**src/rtl/mem_arb_pkg.sv**
```systemverilog
// Shared types and limits for the two-port unified-memory arbiter.
package mem_arb_pkg;

    localparam int LAT_MAX = 15;
    localparam int CNT_W   = $clog2(LAT_MAX + 1);

    typedef enum logic [1:0] {
        IDLE,
        ISSUE,
        WAIT,
        RESP
    } state_e;

    typedef enum logic {
        REQ_IF,
        REQ_D
    } req_id_e;

endpackage

```
**src/rtl/arb_rr2.sv**
```systemverilog
// Two-requester round-robin pick: a lone requester wins, a tie goes to whoever
// was not served last. Purely combinational.
module arb_rr2
    import mem_arb_pkg::*;
(
    input  logic if_req,
    input  logic d_req,
    input  logic last_served,
    output logic winner
);

    always_comb begin
        winner = logic'(REQ_IF);
        if (if_req && d_req) begin
            winner = (last_served == logic'(REQ_IF)) ? logic'(REQ_D) : logic'(REQ_IF);
        end else if (d_req) begin
            winner = logic'(REQ_D);
        end
    end

endmodule

```
**src/rtl/mem_arbiter.sv**
```systemverilog
// Arbitrates instruction-fetch and data ports onto one fixed-latency memory.
// One access at a time: IDLE -> ISSUE -> WAIT (LAT cycles) -> RESP -> IDLE.
module mem_arbiter
    import mem_arb_pkg::*;
#(
    parameter int LAT = 2,
    parameter int AW  = 32,
    parameter int DW  = 32
) (
    input  logic          clk,
    input  logic          rst,
    input  logic          if_req,
    input  logic [AW-1:0] if_addr,
    output logic          if_ack,
    output logic [DW-1:0] if_rdata,
    input  logic          d_req,
    input  logic          d_we,
    input  logic [AW-1:0] d_addr,
    input  logic [DW-1:0] d_wdata,
    output logic          d_ack,
    output logic [DW-1:0] d_rdata,
    output logic          mem_en,
    output logic          mem_we,
    output logic [AW-1:0] mem_addr,
    output logic [DW-1:0] mem_wdata,
    input  logic [DW-1:0] mem_rdata,
    output logic          busy
);

    localparam logic [CNT_W-1:0] LAT_CNT = CNT_W'(LAT);
    localparam logic [CNT_W-1:0] CNT_ONE = CNT_W'(1);

    state_e           state_q, state_d;
    logic [CNT_W-1:0] cnt_q, cnt_d;
    req_id_e          win_q, win_d;
    req_id_e          last_q, last_d;
    logic             we_q, we_d;
    logic             mem_en_q, mem_en_d;
    logic             mem_we_q, mem_we_d;
    logic [AW-1:0]    mem_addr_q, mem_addr_d;
    logic [DW-1:0]    mem_wdata_q, mem_wdata_d;
    logic             if_ack_q, if_ack_d;
    logic             d_ack_q, d_ack_d;
    logic [DW-1:0]    if_rdata_q, if_rdata_d;
    logic [DW-1:0]    d_rdata_q, d_rdata_d;
    logic             busy_q, busy_d;
    logic             arb_win;

    arb_rr2 u_arb (
        .if_req      (if_req),
        .d_req       (d_req),
        .last_served (logic'(last_q)),
        .winner      (arb_win)
    );

    always_comb begin
        state_d     = state_q;
        cnt_d       = cnt_q;
        win_d       = win_q;
        last_d      = last_q;
        we_d        = we_q;
        mem_en_d    = 1'b0;
        mem_we_d    = 1'b0;
        mem_addr_d  = mem_addr_q;
        mem_wdata_d = mem_wdata_q;
        if_ack_d    = 1'b0;
        d_ack_d     = 1'b0;
        if_rdata_d  = if_rdata_q;
        d_rdata_d   = d_rdata_q;

        case (state_q)
            IDLE: begin
                if (if_req || d_req) begin
                    state_d  = ISSUE;
                    win_d    = req_id_e'(arb_win);
                    last_d   = req_id_e'(arb_win);
                    mem_en_d = 1'b1;
                    if (req_id_e'(arb_win) == REQ_D) begin
                        we_d        = d_we;
                        mem_we_d    = d_we;
                        mem_addr_d  = d_addr;
                        mem_wdata_d = d_wdata;
                    end else begin
                        we_d       = 1'b0;
                        mem_addr_d = if_addr;
                    end
                end
            end
            ISSUE: begin
                cnt_d   = LAT_CNT;
                state_d = WAIT;
            end
            WAIT: begin
                cnt_d = cnt_q - CNT_ONE;
                // Counter hits zero this cycle: mem_rdata is valid right now.
                if (cnt_q == CNT_ONE) begin
                    state_d = RESP;
                    if (!we_q) begin
                        if (win_q == REQ_IF) if_rdata_d = mem_rdata;
                        else                 d_rdata_d  = mem_rdata;
                    end
                    if_ack_d = (win_q == REQ_IF);
                    d_ack_d  = (win_q == REQ_D);
                end
            end
            RESP: begin
                state_d = IDLE;
            end
            default: begin
                state_d = IDLE;
            end
        endcase

        busy_d = (state_d != IDLE);
    end

    always_ff @(posedge clk or posedge rst) begin
        if (rst) begin
            state_q     <= IDLE;
            cnt_q       <= '0;
            win_q       <= REQ_IF;
            last_q      <= REQ_D;
            we_q        <= 1'b0;
            mem_en_q    <= 1'b0;
            mem_we_q    <= 1'b0;
            mem_addr_q  <= '0;
            mem_wdata_q <= '0;
            if_ack_q    <= 1'b0;
            d_ack_q     <= 1'b0;
            if_rdata_q  <= '0;
            d_rdata_q   <= '0;
            busy_q      <= 1'b0;
        end else begin
            state_q     <= state_d;
            cnt_q       <= cnt_d;
            win_q       <= win_d;
            last_q      <= last_d;
            we_q        <= we_d;
            mem_en_q    <= mem_en_d;
            mem_we_q    <= mem_we_d;
            mem_addr_q  <= mem_addr_d;
            mem_wdata_q <= mem_wdata_d;
            if_ack_q    <= if_ack_d;
            d_ack_q     <= d_ack_d;
            if_rdata_q  <= if_rdata_d;
            d_rdata_q   <= d_rdata_d;
            busy_q      <= busy_d;
        end
    end

    assign mem_en    = mem_en_q;
    assign mem_we    = mem_we_q;
    assign mem_addr  = mem_addr_q;
    assign mem_wdata = mem_wdata_q;
    assign if_ack    = if_ack_q;
    assign d_ack     = d_ack_q;
    assign if_rdata  = if_rdata_q;
    assign d_rdata   = d_rdata_q;
    assign busy      = busy_q;

endmodule

```
**config.mk**
```make
export PLATFORM = sky130hd
export DESIGN_NAME = mem_arbiter
export DESIGN_NICKNAME = d
export VERILOG_FILES = /design/src/rtl/mem_arb_pkg.sv /design/src/rtl/arb_rr2.sv /design/src/rtl/mem_arbiter.sv
export SDC_FILE = /design/constraint.sdc
export NUM_CORES = 1
export LEC_CHECK = 0
export ABC_CLOCK_PERIOD_IN_PS = 5800
export CAP_MARGIN = 5
export CORE_ASPECT_RATIO = 1.1
export CORE_MARGIN = 1
export CORE_UTILIZATION = 35
export CTS_CLUSTER_DIAMETER = 40
export DETAILED_ROUTE_END_ITERATION = 16
export PLACE_DENSITY = 0.71
export SYNTH_ARGS = -nofsm -noshare
export SYNTH_HDL_FRONTEND = slang
export SYNTH_SLANG_ARGS = --single-unit
export TNS_END_PERCENT = 100
```
**constraint.sdc**
```tcl
create_clock -name clk -period 5.8 [get_ports clk]
set_input_delay 0.87 -clock clk [delete_from_list [all_inputs] [get_ports clk]]
set_output_delay 0.87 -clock clk [all_outputs]
set_load 0.02 [all_outputs]
```
==> metrics.txt <==
total core area=0.0159 sq mm; area delta synth->final=59.8%; most common cell after layout, fill and taps aside=clkdlybuf4s50_1; CTS tree=done; critical path launch point type=flip-flop; critical path startpoint=state_q[0]; Rel. slew slack=28.0%; Synth async-reset ratio=100%; Bufs on Longest Clock Path=2; DP Area=0.00853 sq mm; WL final=15,700 microns; setup violators final=0; Post-synth EDFFs=0; Hold Path Stages=2; H-tree depth=4; worst slew pin tran=1080 ps; multi-input combinational cell area=0.00200 sq mm; top_reg_cell synth=dfrtp_1; number of synthesized register bits=142; first-pass GRT wire length=23,700 microns; Initial Util=36.1%; reg2reg end=if_rdata[4]; initial antenna violation count=0; Port Buf Inserts=265; number of global-route vias before repair=4,663; fin area=0.00915 sq mm; Post-Synthesis Cells=430; Hold EP=last_q; commonest cells after routing, fill and taps aside=clkdlybuf4s50_1, dfrtp_1, a21oi_1; skew final=8.12 ps; number of placement rows=48; Netlist cell types=32; gr usage total=18.7%; Die Y=136 microns; total gr overflow=0; I/O pin total=266; Pwr Density=597 mW/mm^2; part of the cycle the worst path needs=42.6%; 1st-pass router iterations=4; Hold Path Class=reg -> reg; CP Capture Type=flip-flop; post-layout util=57.7%; Routed wire per std cell=17.2 microns; Register Area=0.00355 sq mm; fmax=0.405 GHz; status=finished clean; Post-Syn Nets=567; setup TNS after final layout=0 ps; total die area=0.0169 sq mm; r2r setup slk=3330 ps; Sink Count=142; RSZ-0062 raised after global routing=no; Reg2Reg Depth=5; Inserted Clock Buffers=17; layout cells sized above 1=18.3%; Max-cap violations=0; Data required, critical path=6090 ps; largest cells by area after synthesis=dfrtp_1, mux2_2, mux2_4, a21oi_1, nand2_1; fillers=1,308; sequential share of the synthesized area=62.1%; CTS resizes=0; synth warn=0; worst-path fanout max=32; Net count, final=834; VDD IR-drop max=224 uV; Syn Std Cell Area=0.00573 sq mm; diode count=0; Reg2Reg Launch Point=state_q[0]; largest net degree at the start of global routing=93; total power=5.46 mW; Hold Fails Final Rpt=0; initial DRC count=222; via count=4,401; residual DRC count=0; leakage power=4.00 nW; Post-CTS Hold Fix Bufs=0; Arr. time, crit path=2760 ps; clock transition at the registers of the reported paths=50 ps; DRT antenna net count=0; HP Start=last_q; worst skew pair latency=410 ps; root buffer cell=clkbuf_16; min cycle time layout=2470 ps; post-synth top area cell=dfrtp_1; post-synth top area share=61.6%; Final HPWL DP=11,300 microns; vias per cell=4.84; Syn Area/Cell=13.3 sq um; buffer count from post-CTS setup fixing=0; critical path type=reg -> reg; max-slew violation count=0; routability cong.=0.746; die extent in x=124 microns
## area by class of cell
class,count,share of cell area (%)
clock buffers,18,4.69
multi-input cells,259,21.9
inverters,7,0.342
well taps,200,2.74
repair buffers,270,29.4
flip-flops and latches,142,38.9
clock inverters,13,2.08
## metal layers
| metal | vias to the layer above | track usage, % | routed length [microns] |
|---|---|---|---|
| met2 | 205 | 32.5 | 7660 |
| met3 | 19 | 7.09 | 1670 |
| li1 | 2016 | - | - |
| met1 | 2161 | 20.4 | 6070 |
| met4 | 0 | 7.34 | 277 |
| met5 | - | 0 | 0 |
## stage by stage
step | setup slack (ps) | instances | hold WS [ps]
floorplan | 1120 | 430 | 453
global placement | 3160 | 878 | 462
detailed placement | 3100 | 878 | 476
CTS | 3320 | 909 | 483
global route | 3210 | 909 | 510
finish | 3330 | 909 | 483
## power breakdown
group / switching, mW / internal, mW
Clock: 0.416 / 0.721
Sequential: 0.281 / 1.49
Combinational: 1.23 / 1.32
## worst max-delay path by stage
| stage | cells after the start | endpoint |
|---|---|---|
| 2_1_floorplan | 1 | busy |
| 3_3_place_gp | 3 | mem_wdata[3] |
| 3_5_place_dp | 3 | mem_wdata[5] |
| 4_1_cts | 5 | if_rdata[4] |
| 5_1_grt | 5 | if_rdata[4] |
| 6_report | 5 | if_rdata[4] |
## kinds of logic after synthesis
kind of cell	share of synthesized area, %
adders and majority gates	0.874
buffers and inverters	3.02
DFF	62.1
AOI/OAI and AO/OA	6.84
and+or+nand+nor	6.16
muxes	21.0
## sequential cells by signal (all words and copies together) (netlist names), 2 cells and up
signal and count:
if_rdata 32, state_q 2, d_rdata 32, mem_wdata 32, mem_addr 32, cnt_q 4
## Yosys cell counts (2+ instances only)
cell type  instances
dfrtp_1          141
mux2_4            30
mux2_2            58
nand3_1            2
nor2_1            34
buf_12             3
clkbuf_1          12
ha_1               4
mux2_1             8
o21ai_0            3
inv_1              7
nand2_1           39
buf_2              6
a21oi_1           64
or3_1              2
## worst max-delay path, cell delays in order, from the launching register on
cell,delay [ps]
dfrtp_1,370
inv_1,80
ha_1,290
nand4bb_1,210
or3_2,900
mux2_4,470
Note: power is estimated with default switching activity, not from simulation.
